$ cat src/rtl/id_ex_pipe_reg.sv
// ID/EX pipeline register with stall (hold) and flush (bubble) control.
// Optional bubble counter enabled by defining IDEX_BUBBLE_CNT_EN.
module id_ex_pipe_reg #(
  parameter int XLEN       = 32,
  parameter int REG_ADDR_W = 5,
  parameter int FUNCT_W    = 4
) (
  input  logic                  clk,
  input  logic                  rst,
  input  logic                  stall,
  input  logic                  flush,
  input  logic                  valid_in,
  input  logic [1:0]            ALUop_in,
  input  logic                  ALUSrc_in,
  input  logic                  branch_in,
  input  logic                  jump_in,
  input  logic                  memRead_in,
  input  logic                  memWrite_in,
  input  logic                  memToReg_in,
  input  logic                  regWrite_in,
  input  logic [XLEN-1:0]       pc_in,
  input  logic [XLEN-1:0]       rs1_data_in,
  input  logic [XLEN-1:0]       rs2_data_in,
  input  logic [XLEN-1:0]       imm_in,
  input  logic [REG_ADDR_W-1:0] rs1_in,
  input  logic [REG_ADDR_W-1:0] rs2_in,
  input  logic [REG_ADDR_W-1:0] rd_in,
  input  logic [FUNCT_W-1:0]    funct_in,
  output logic                  valid_out,
  output logic [1:0]            ALUop_out,
  output logic                  ALUSrc_out,
  output logic                  branch_out,
  output logic                  jump_out,
  output logic                  memRead_out,
  output logic                  memWrite_out,
  output logic                  memToReg_out,
  output logic                  regWrite_out,
  output logic [XLEN-1:0]       pc_out,
  output logic [XLEN-1:0]       rs1_data_out,
  output logic [XLEN-1:0]       rs2_data_out,
  output logic [XLEN-1:0]       imm_out,
  output logic [REG_ADDR_W-1:0] rs1_out,
  output logic [REG_ADDR_W-1:0] rs2_out,
  output logic [REG_ADDR_W-1:0] rd_out,
  output logic [FUNCT_W-1:0]    funct_out,
  output logic [31:0]           bubble_cnt
);

  localparam int CTRL_W = 9;

  logic                  valid_q, valid_d;
  logic [CTRL_W-1:0]     ctrl_q, ctrl_d;
  logic [CTRL_W-1:0]     ctrl_in_s;
  logic [XLEN-1:0]       pc_q, pc_d;
  logic [XLEN-1:0]       rs1_data_q, rs1_data_d;
  logic [XLEN-1:0]       rs2_data_q, rs2_data_d;
  logic [XLEN-1:0]       imm_q, imm_d;
  logic [REG_ADDR_W-1:0] rs1_q, rs1_d;
  logic [REG_ADDR_W-1:0] rs2_q, rs2_d;
  logic [REG_ADDR_W-1:0] rd_q, rd_d;
  logic [FUNCT_W-1:0]    funct_q, funct_d;

  assign ctrl_in_s = {ALUop_in, ALUSrc_in, branch_in, jump_in,
                      memRead_in, memWrite_in, memToReg_in, regWrite_in};

  // Next-state selection: flush beats stall beats load.
  always_comb begin
    valid_d    = valid_q;
    ctrl_d     = ctrl_q;
    pc_d       = pc_q;
    rs1_data_d = rs1_data_q;
    rs2_data_d = rs2_data_q;
    imm_d      = imm_q;
    rs1_d      = rs1_q;
    rs2_d      = rs2_q;
    rd_d       = rd_q;
    funct_d    = funct_q;
    if (flush) begin
      valid_d    = 1'b0;
      ctrl_d     = '0;
      pc_d       = '0;
      rs1_data_d = '0;
      rs2_data_d = '0;
      imm_d      = '0;
      rs1_d      = '0;
      rs2_d      = '0;
      rd_d       = '0;
      funct_d    = '0;
    end else if (stall) begin
      valid_d = valid_q;
    end else begin
      valid_d    = valid_in;
      // An invalid slot must never carry side-effecting controls into EX.
      ctrl_d     = valid_in ? ctrl_in_s : {CTRL_W{1'b0}};
      pc_d       = pc_in;
      rs1_data_d = rs1_data_in;
      rs2_data_d = rs2_data_in;
      imm_d      = imm_in;
      rs1_d      = rs1_in;
      rs2_d      = rs2_in;
      rd_d       = rd_in;
      funct_d    = funct_in;
    end
  end

  // Stage registers.
  always_ff @(posedge clk or posedge rst) begin
    if (rst) begin
      valid_q    <= 1'b0;
      ctrl_q     <= '0;
      pc_q       <= '0;
      rs1_data_q <= '0;
      rs2_data_q <= '0;
      imm_q      <= '0;
      rs1_q      <= '0;
      rs2_q      <= '0;
      rd_q       <= '0;
      funct_q    <= '0;
    end else begin
      valid_q    <= valid_d;
      ctrl_q     <= ctrl_d;
      pc_q       <= pc_d;
      rs1_data_q <= rs1_data_d;
      rs2_data_q <= rs2_data_d;
      imm_q      <= imm_d;
      rs1_q      <= rs1_d;
      rs2_q      <= rs2_d;
      rd_q       <= rd_d;
      funct_q    <= funct_d;
    end
  end

  assign valid_out    = valid_q;
  assign {ALUop_out, ALUSrc_out, branch_out, jump_out,
          memRead_out, memWrite_out, memToReg_out, regWrite_out} = ctrl_q;
  assign pc_out       = pc_q;
  assign rs1_data_out = rs1_data_q;
  assign rs2_data_out = rs2_data_q;
  assign imm_out      = imm_q;
  assign rs1_out      = rs1_q;
  assign rs2_out      = rs2_q;
  assign rd_out       = rd_q;
  assign funct_out    = funct_q;

`ifdef IDEX_BUBBLE_CNT_EN
  logic [31:0] bubble_cnt_q, bubble_cnt_d;
  logic        bubble_s;

  assign bubble_s = flush | (~stall & ~valid_in);

  // Saturating bubble count.
  always_comb begin
    bubble_cnt_d = bubble_cnt_q;
    if (bubble_s && (bubble_cnt_q != 32'hFFFF_FFFF)) begin
      bubble_cnt_d = bubble_cnt_q + 32'd1;
    end else begin
      bubble_cnt_d = bubble_cnt_q;
    end
  end

  // Counter register, cleared only by reset.
  always_ff @(posedge clk or posedge rst) begin
    if (rst) begin
      bubble_cnt_q <= 32'h0;
    end else begin
      bubble_cnt_q <= bubble_cnt_d;
    end
  end

  assign bubble_cnt = bubble_cnt_q;
`else
  assign bubble_cnt = 32'h0;
`endif

endmodule
$ cat config.mk
export PLATFORM = sky130hd
export DESIGN_NAME = id_ex_pipe_reg
export DESIGN_NICKNAME = d
export VERILOG_FILES = /design/src/rtl/id_ex_pipe_reg.sv
export SDC_FILE = /design/constraint.sdc
export NUM_CORES = 1
export LEC_CHECK = 0
export BUFFER_PORTS_ARGS = -buffer_cell sky130_fd_sc_hd__buf_2
export CORE_AREA = 8 8 131 133
export CTS_BUF_LIST = sky130_fd_sc_hd__clkbuf_4
export DETAILED_ROUTE_END_ITERATION = 8
export DIE_AREA = 0 0 139 141
export PLACE_DENSITY = 0.79
export SLEW_MARGIN = 20
export SYNTH_ARGS = -nofsm -noshare
export SYNTH_HDL_FRONTEND = slang
export SYNTH_SLANG_ARGS = --single-unit
$ cat constraint.sdc
create_clock -name clk -period 10.83 [get_ports clk]
set_input_delay 2.166 -clock clk [delete_from_list [all_inputs] [get_ports clk]]
set_output_delay 2.166 -clock clk [all_outputs]
set_load 0.01 [all_outputs]
==> results by group, run 1 <==
Floorplanning
  – Die width: between 100 and 150 µm
  – Die Y-Extent: 141 µm
  – Core area: about 15000 µm²
  – Ports: 350
  – Initial Util: about 44%
  – Rows: 45
  – Die area: between 15000 and 20000 µm²

Power and ir drop
  – Peak VDD IR: around 0.080 mV
  – Net Sw Power: roughly 320 µW
  – Switching Share: between 20% and 30%
  – P_leak: slightly below 0.005 µW
  – Pint: between 800 and 900 µW
  – Combinational share of power: between 10% and 20%
  – Final Total Pwr: 1140 µW
  – Sequential share of power: between 50% and 60%
  – Clock Power Share: ~29%
  – Power density over cell area: 137 nW/µm²

CTS
  – Setup repair bufs after CTS: 0
  – CTS sink count: between 150 and 200
  – CTS tree: yes
  – CTS clk-pin slew, worst paths: roughly 130 ps
  – H-tree lvl count: 4
  – Cts hold-fix bufs: 0
  – CTS root buf: clkbuf_4
  – PostCTS Resize Cnt: 0
  – Clk_lat worst skew: between 500 and 600 ps
  – CTS Buf Count: 17
  – Maximum clock path buffer count: 2

STA
  – Max frequency: around 0.25 GHz
  – Period minus WS final: around 4100 ps
  – Final hold violation count: 0
  – Period utilization: between 30% and 40%
  – Worst clock skew: 0 ps
  – Fin. max-slew vios: 0
  – Final setup fails: 0
  – RSZ-0062 raised after global routing: no
  – Max-slew headroom: roughly 33%
  – Slew at the pin closest to its max-slew limit: about 1000 ps
  – Final setup TNS: 0 ps

Finish
  – Antenna diodes: 0
  – Area Growth Syn to Fin: 25.9%
  – Share of layout cells above drive strength 1: approximately two fifths
  – Nets: 1000
  – Finished Cell Area: around 8300 µm²
  – Filler instances: 1326

Setup path
  – Max stage delay on crit path: 910 ps
  – Slowest-stage cell, CP: buf_4
  – WP data required: approximately 11000 ps
  – Crit path DAT: roughly 4500 ps
  – CP max FO: 92
  – WS Path Type: input pin to flop
  – Startpoint types: input pin
  – Crit. End Element: flop
  – Crit path cell chain: clkbuf_8, buf_4, nor2b_1, a32o_1

Yosys
  – Register area share after synthesis: about three fifths
  – Synthesized instance count: approximately 540
  – Warnings from Yosys: 0
  – FF+latch count, synth: between 150 and 200
  – Syn avg cell area: 12.3 µm²
  – Post-Syn Area: between 6000 and 7000 µm²
  – Synth cell types: 15

Placed design
  – Placed Area: between 8000 and 9000 µm²
  – IO buf count: around 320
  – RePlAce Congestion: between 0.7 and 0.8
  – DP HPWL: 13.4 mm

Drt
  – Routed vias: between 5000 and 6000
  – Via density: approximately 4.8
  – Avg WL per Cell: 17.4 µm
  – Drt first-iter violations: between 200 and 250
  – Pre-antenna DRT Iters: 4
  – DRC viols: 0
  – Routed wire length: roughly 18 mm
  – ANT nets after route: 0

GRT
  – First-pass GRT wire length: between 20 and 30 mm
  – Number of global-route vias before repair: roughly 5300
  – Largest net degree at the start of global routing: 93
  – Initial antenna violation count: 1
  – Gr usage total: between 10% and 20%
  – Grt total ovfl: 0

Run
  – Number of max-cap violations: 0

Hold path
  – HP Class: flop to flop

Outcome
  – Run status: finished clean
## critical path: cells and delay by family
kind	cells	cell delay (ps)
and+or+nand+nor	1	520
buffers and inverters	2	1590
AOI/OAI and AO/OA	1	200
## cell type report
type,instances,area [µm²],share of cell area (%)
clock buffers,19,143,1.71
clock inverters,13,118,1.41
inverters,2,12.5,0.150
multi-input cells,341,2270,27.2
flip-flops and latches,157,3930,47.2
well taps,188,235,2.83
repair buffers,320,1620,19.5
## power by group through the flow
| stage | combinational (µW) | clock [µW] | sequential, µW |
|---|---|---|---|
| after detailed placement | 182 | 0 | 646 |
| after CTS | 182 | 343 | 636 |
| after global routing | 197 | 366 | 639 |
| after floorplan | 96.7 | 0 | 662 |
| after global placement | 178 | 0 | 646 |
| final | 178 | 326 | 635 |
## placed cells by master (no fill, tap or decap)
cell and instances:
buf_2 315, dfrtp_1 157, mux2i_1 148, nor2_1 148, conb_1 32, clkbuf_4 19
a32o_1 8, clkinv_4 4, buf_4 4, inv_6 3, clkinvlp_4 3, nor2b_1 2
clkinv_1 2, inv_2 1, nand2_1 1, nand3b_1 1, a21oi_1 1, clkinv_2 1
bufinv_16 1, clkbuf_8 1
## metrics by stage
step | instances | hold slack, ps | utilization (%) | setup WS, ps
floorplan | 568 | 532 | - | 4430
global placement | 1008 | 473 | 53.8 | 6170
detailed placement | 1008 | 481 | 53.8 | 6180
CTS | 1040 | 511 | 55.6 | 6790
global route | 1040 | 535 | 55.6 | 6630
finish | 1040 | 504 | 55.6 | 6770
## state kept, by name, summed over array words and instances (netlist names)
signal and count:
imm_out 32, pc_out 32, rs1_data_out 32, rs2_data_out 32, ctrl_q 9, rd_out 5
rs1_out 5, rs2_out 5, funct_out 4, valid_out 1
## cell usage after synthesis, drive strengths merged
| cell type | instances | area [µm²] |
|---|---|---|
| nor2b | 2 | 12.5 |
| clkbuf | 12 | 45.0 |
| a32o | 8 | 80.1 |
| conb | 1 | 3.75 |
| nand2 | 1 | 3.75 |
| nor2 | 148 | 556 |
| a21oi | 1 | 5.00 |
| buf | 56 | 478 |
| nand3b | 1 | 7.51 |
| dfrtp | 157 | 3930 |
| mux2i | 148 | 1480 |
| inv | 2 | 7.50 |
## cell families (layout without fill, tap and decap cells)
logic type             count (synthesis)  after routing  share of synthesized area [%]
buffers and inverters                 70            354                           8.03
AND/OR/NAND/NOR                      152            152                           8.77
flip-flops                           157            157                           59.4
AO/OA/AOI/OAI                          9              9                           1.29
other                                  1             32                         0.0567
multiplexers                         148            148                           22.4
## worst paths after layout
| kind | startpoint | to | slack [ps] | depth (start not counted) |
|---|---|---|---|---|
| max | stall | ctrl_q[4]$_DFFE_PP0P_ | 6770 | 4 |
| min | ctrl_q[3]$_DFFE_PP0P_ | ctrl_q[3]$_DFFE_PP0P_ | 500 | 1 |
| max reg2reg | pc_out[27]$_DFFE_PP0P_ | pc_out[27]$_DFFE_PP0P_ | 10060 | 2 |
| min reg2reg | ctrl_q[3]$_DFFE_PP0P_ | ctrl_q[3]$_DFFE_PP0P_ | 500 | 1 |
| max in group asynchronous | rst | rs1_data_out[6]$_DFFE_PP0P_ | 7600 | 3 |
| min in group asynchronous | rst | imm_out[30]$_DFFE_PP0P_ | 1710 | 2 |
## metal layers
metal	track usage (%)	wire (µm)
met1	18.9	6900
met2	31.4	9000
met3	9.69	2060
met4	4.39	125
met5	0	17
(Power assumes the default switching activity.)
==> run 2: changes to the inputs <==
--- a/config.mk
+++ b/config.mk
@@ -5,12 +5,13 @@
 export SDC_FILE = /design/constraint.sdc
 export NUM_CORES = 1
 export LEC_CHECK = 0
+export ABC_AREA = 1
 export BUFFER_PORTS_ARGS = -buffer_cell sky130_fd_sc_hd__buf_2
-export CORE_AREA = 8 8 131 133
+export CORE_AREA = 8 8 129 131
 export CTS_BUF_LIST = sky130_fd_sc_hd__clkbuf_4
 export DETAILED_ROUTE_END_ITERATION = 8
-export DIE_AREA = 0 0 139 141
-export PLACE_DENSITY = 0.79
+export DIE_AREA = 0 0 137 139
+export PLACE_DENSITY = 0.78
 export SLEW_MARGIN = 20
 export SYNTH_ARGS = -nofsm -noshare
 export SYNTH_HDL_FRONTEND = slang
==> constraint.sdc (replaced) <==
create_clock -name clk -period 4.2 [get_ports clk]
set_input_delay 0.84 -clock clk [delete_from_list [all_inputs] [get_ports clk]]
set_output_delay 0.84 -clock clk [all_outputs]
set_load 0.01 [all_outputs]
==> run 2 against run 1 <==
Against the previous run: combinational power up 120%; non-clock buffer count up 2; critical path depth down 3; critical endpoint is now rs2_data_out[11]; area after synthesis down 6.2%; highest routed layer is now met4; clock skew unchanged; clock-buffer cell count unchanged; first-iteration DRC count down 2.8%; wire length down 1.6%; critical path type is now flop to output port.
==> results by group, run 2 <==
Hold path
  – Worst hold start: pc_out[31]$_DFFE_PP0P_
  – Worst-case hold path end point: pc_out[31]$_DFFE_PP0P_
  – Hold-critical path depth: 2
  – HP Class: flop to flop

Floorplanning
  – Die width: between 100 and 150 µm
  – Core area: ~15000 µm²
  – Ports: 350
  – Rows: 45
  – Initial Util: a little over two fifths
  – Die area: roughly 19000 µm²
  – Die Y-Extent: 139 µm

STA
  – Max-slew headroom: 28.6%
  – Final setup fails: 0
  – Period utilization: between 40% and 50%
  – Slew at the pin closest to its max-slew limit: between 1000 and 1500 ps
  – Hold_ws: between 400 and 500 ps
  – Fin. max-slew vios: 0
  – Final hold violation count: 0
  – Worst setup margin: roughly 2300 ps
  – Period minus WS final: 1940 ps
  – Worst clock skew: 0 ps
  – Final setup TNS: 0 ps
  – Max frequency: about 0.52 GHz
  – RSZ-0062 raised after global routing: no

Finish
  – Antenna diodes: 0
  – Filler instances: 1369
  – Most common cell after layout, fill and taps aside: nand2_1
  – Multi-input logic area: between 1500 and 2000 µm²
  – Share of layout cells above drive strength 1: 35.0%
  – Non-Filler Instances: 1206
  – Area Growth Syn to Fin: 29.8%
  – Highest-count cells in the layout ignoring fill and taps: 462 x nand2_1, 317 x buf_2, 157 x dfrtp_1
  – Nets: roughly 1200
  – Reg area: between 3000 and 4000 µm²

Yosys
  – Synth Area in XOR/XNOR: 0%
  – Adder-cell area share of the yosys netlist: 0%
  – Syn avg cell area: 8.85 µm²
  – Register area share after synthesis: a little under two thirds
  – Largest family of logic cells by synthesized area: simple AND/OR/NAND/NOR gates
  – FF+latch count, synth: between 150 and 200
  – Warnings from Yosys: 0
  – Post-Syn Area: slightly above 6000 µm²
  – Synthesized instance count: 700
  – Post-synth top area share: a little under two thirds
  – Synth cell types: 10
  – Most numerous cell in the Yosys netlist: nand2_1
  – Synth Area in Compound Gates: 0%
  – Largest area contributor in the netlist: dfrtp_1
  – Largest cells by area after synthesis: dfrtp_1 63%, nand2_1 28%, buf_4 6.5%, nand3_1 0.73%, buf_2 0.65%
  – Predominant post-synthesis flop cell: dfrtp_1
  – Synth async-reset ratio: 100%
  – Mux cell area share after synthesis: 0%
  – Number of synthesized flops with an enable pin: 0
  – Area share of and/or/nand/nor cells after synthesis: 28.9%
  – Commonest cells post-synth: 462 x nand2_1, 157 x dfrtp_1, 54 x buf_4

CTS
  – H-tree lvl count: 4
  – CTS sink count: 157
  – Setup repair bufs after CTS: 0
  – CTS Buf Count: 17
  – Cts hold-fix bufs: 0
  – CTS tree: yes
  – PostCTS Resize Cnt: 0
  – Maximum clock path buffer count: 2
  – CTS clk-pin slew, worst paths: roughly 140 ps
  – Clk_lat worst skew: between 500 and 600 ps
  – CTS root buf: clkbuf_4

Setup path
  – WP data required: about 3400 ps
  – Worst r2r dst: pc_out[1]$_DFFE_PP0P_
  – Slowest-stage cell, CP: dfrtp_1
  – WS Path Type: flop to output port
  – Crit. End Element: output port
  – Worst Path Buf+Inv: 1
  – R2r startpoint: pc_out[1]$_DFFE_PP0P_
  – Crit path cell chain: buf_2
  – Kind of cell adding the most delay to the critical path: flip-flops
  – Startpoint types: flop
  – Max stage delay on crit path: around 430 ps
  – R2R setup slack: approximately 3500 ps
  – Reg2reg path depth: 2
  – CP max FO: 2
  – Crit path DAT: roughly 1100 ps

Placed design
  – IO buf count: around 320
  – Setup WS pre-CTS: about 1800 ps
  – Number of instances in the placed design: ~1200
  – RePlAce Congestion: roughly 0.74
  – DP HPWL: ~13 mm

Power and ir drop
  – Sequential share of power: between 50 and 60%
  – Clock Power Share: ~32%
  – Power density over cell area: 370 nW/µm²
  – P_leak: ~0.0051 µW
  – Net Sw Power: 809 µW
  – Switching Share: a little over a quarter
  – Pint: around 2200 µW
  – Combinational share of power: 12.9%
  – Peak VDD IR: 0.175 mV
  – Final Total Pwr: around 3000 µW

Drt
  – DRC viols: 0
  – ANT nets after route: 0
  – Routed vias: 5318
  – Drt first-iter violations: roughly 210
  – Pre-antenna DRT Iters: 4
  – Via density: 4.41
  – Avg WL per Cell: around 15 µm
  – Routed wire length: 17.8 mm

GRT
  – First-pass GRT wire length: between 20 and 30 mm
  – Initial antenna violation count: 0
  – Gr usage total: 18.5%
  – Number of global-route vias before repair: between 5000 and 6000
  – Grt total ovfl: 0
  – Largest net degree at the start of global routing: around 160

Outcome
  – Run status: finished clean

Run
  – Number of max-cap violations: 0
==> run 2: cell types whose count changed after synthesis, moves of 9 or more <==
cell     previous run  this run
buf_8              10         0
nand2_1             1       462
buf_4              39        54
nor2_1            148         0
mux2i_1           148         0
nand3_1             0         9
==> run 2: metal layers <==
layer,routed length [µm],GRT usage (%),vias to the layer above
met4,113,4.52,0
met5,0,0,-
li1,-,-,2652
met3,2200,8.77,9
met1,6950,20.9,2407
met2,8540,30.6,250
==> run 2: power groups by stage <==
stage                     logic [µW]  registers (µW)  clock network, µW
after global placement           387            1660                  0
after floorplan                  172            1710                  0
final                            385            1640                959
after detailed placement         393            1660                  0
after global routing             432            1650               1050
after CTS                        394            1640               1000
==> run 2: tightest hold or removal path: stages, from the launching register on <==
cell and delay, ps:
dfrtp_1 360, nand2_1 50, nand2_1 40
==> run 2: worst max path at each step <==
| stage | from | to | slack [ps] | cells after the start |
|---|---|---|---|---|
| global placement | stall | ctrl_q[7]$_DFFE_PP0P_ | 1870 | 6 |
| floorplan | rst | ctrl_q[0]$_DFFE_PP0P_ | 1370 | 1 |
| detailed placement | stall | rs1_data_out[17]$_DFFE_PP0P_ | 1840 | 6 |
| finish | rs2_data_out[11]$_DFFE_PP0P_ | rs2_data_out[11] | 2260 | 1 |
| CTS | funct_out[3]$_DFFE_PP0P_ | funct_out[3] | 2180 | 1 |
| global route | rs2_data_out[11]$_DFFE_PP0P_ | rs2_data_out[11] | 2160 | 1 |
==> run 2: area by class of cell <==
type,count,area share (%)
Clock inverter,13,2.04
Clock buffer,19,1.77
Sequential cell,157,48.8
Timing Repair Buffer,322,20.4
Multi-Input combinational cell,505,23.9
Tap cell,188,2.92
Inverter,2,0.140
==> run 2: logic make-up (layout without fill, tap and decap cells) <==
kind of cell,count (synthesis),after routing
other cells,1,32
flops,157,157
simple gates,473,473
buf+inv,69,356
==> run 2: through the flow <==
step,area (µm²),util (%)
4_1_cts,8040,54.5
3_3_place_gp,7730,52.4
5_1_grt,8040,54.5
3_5_place_dp,7730,52.4
6_report,8040,54.5
2_1_floorplan,6320,-
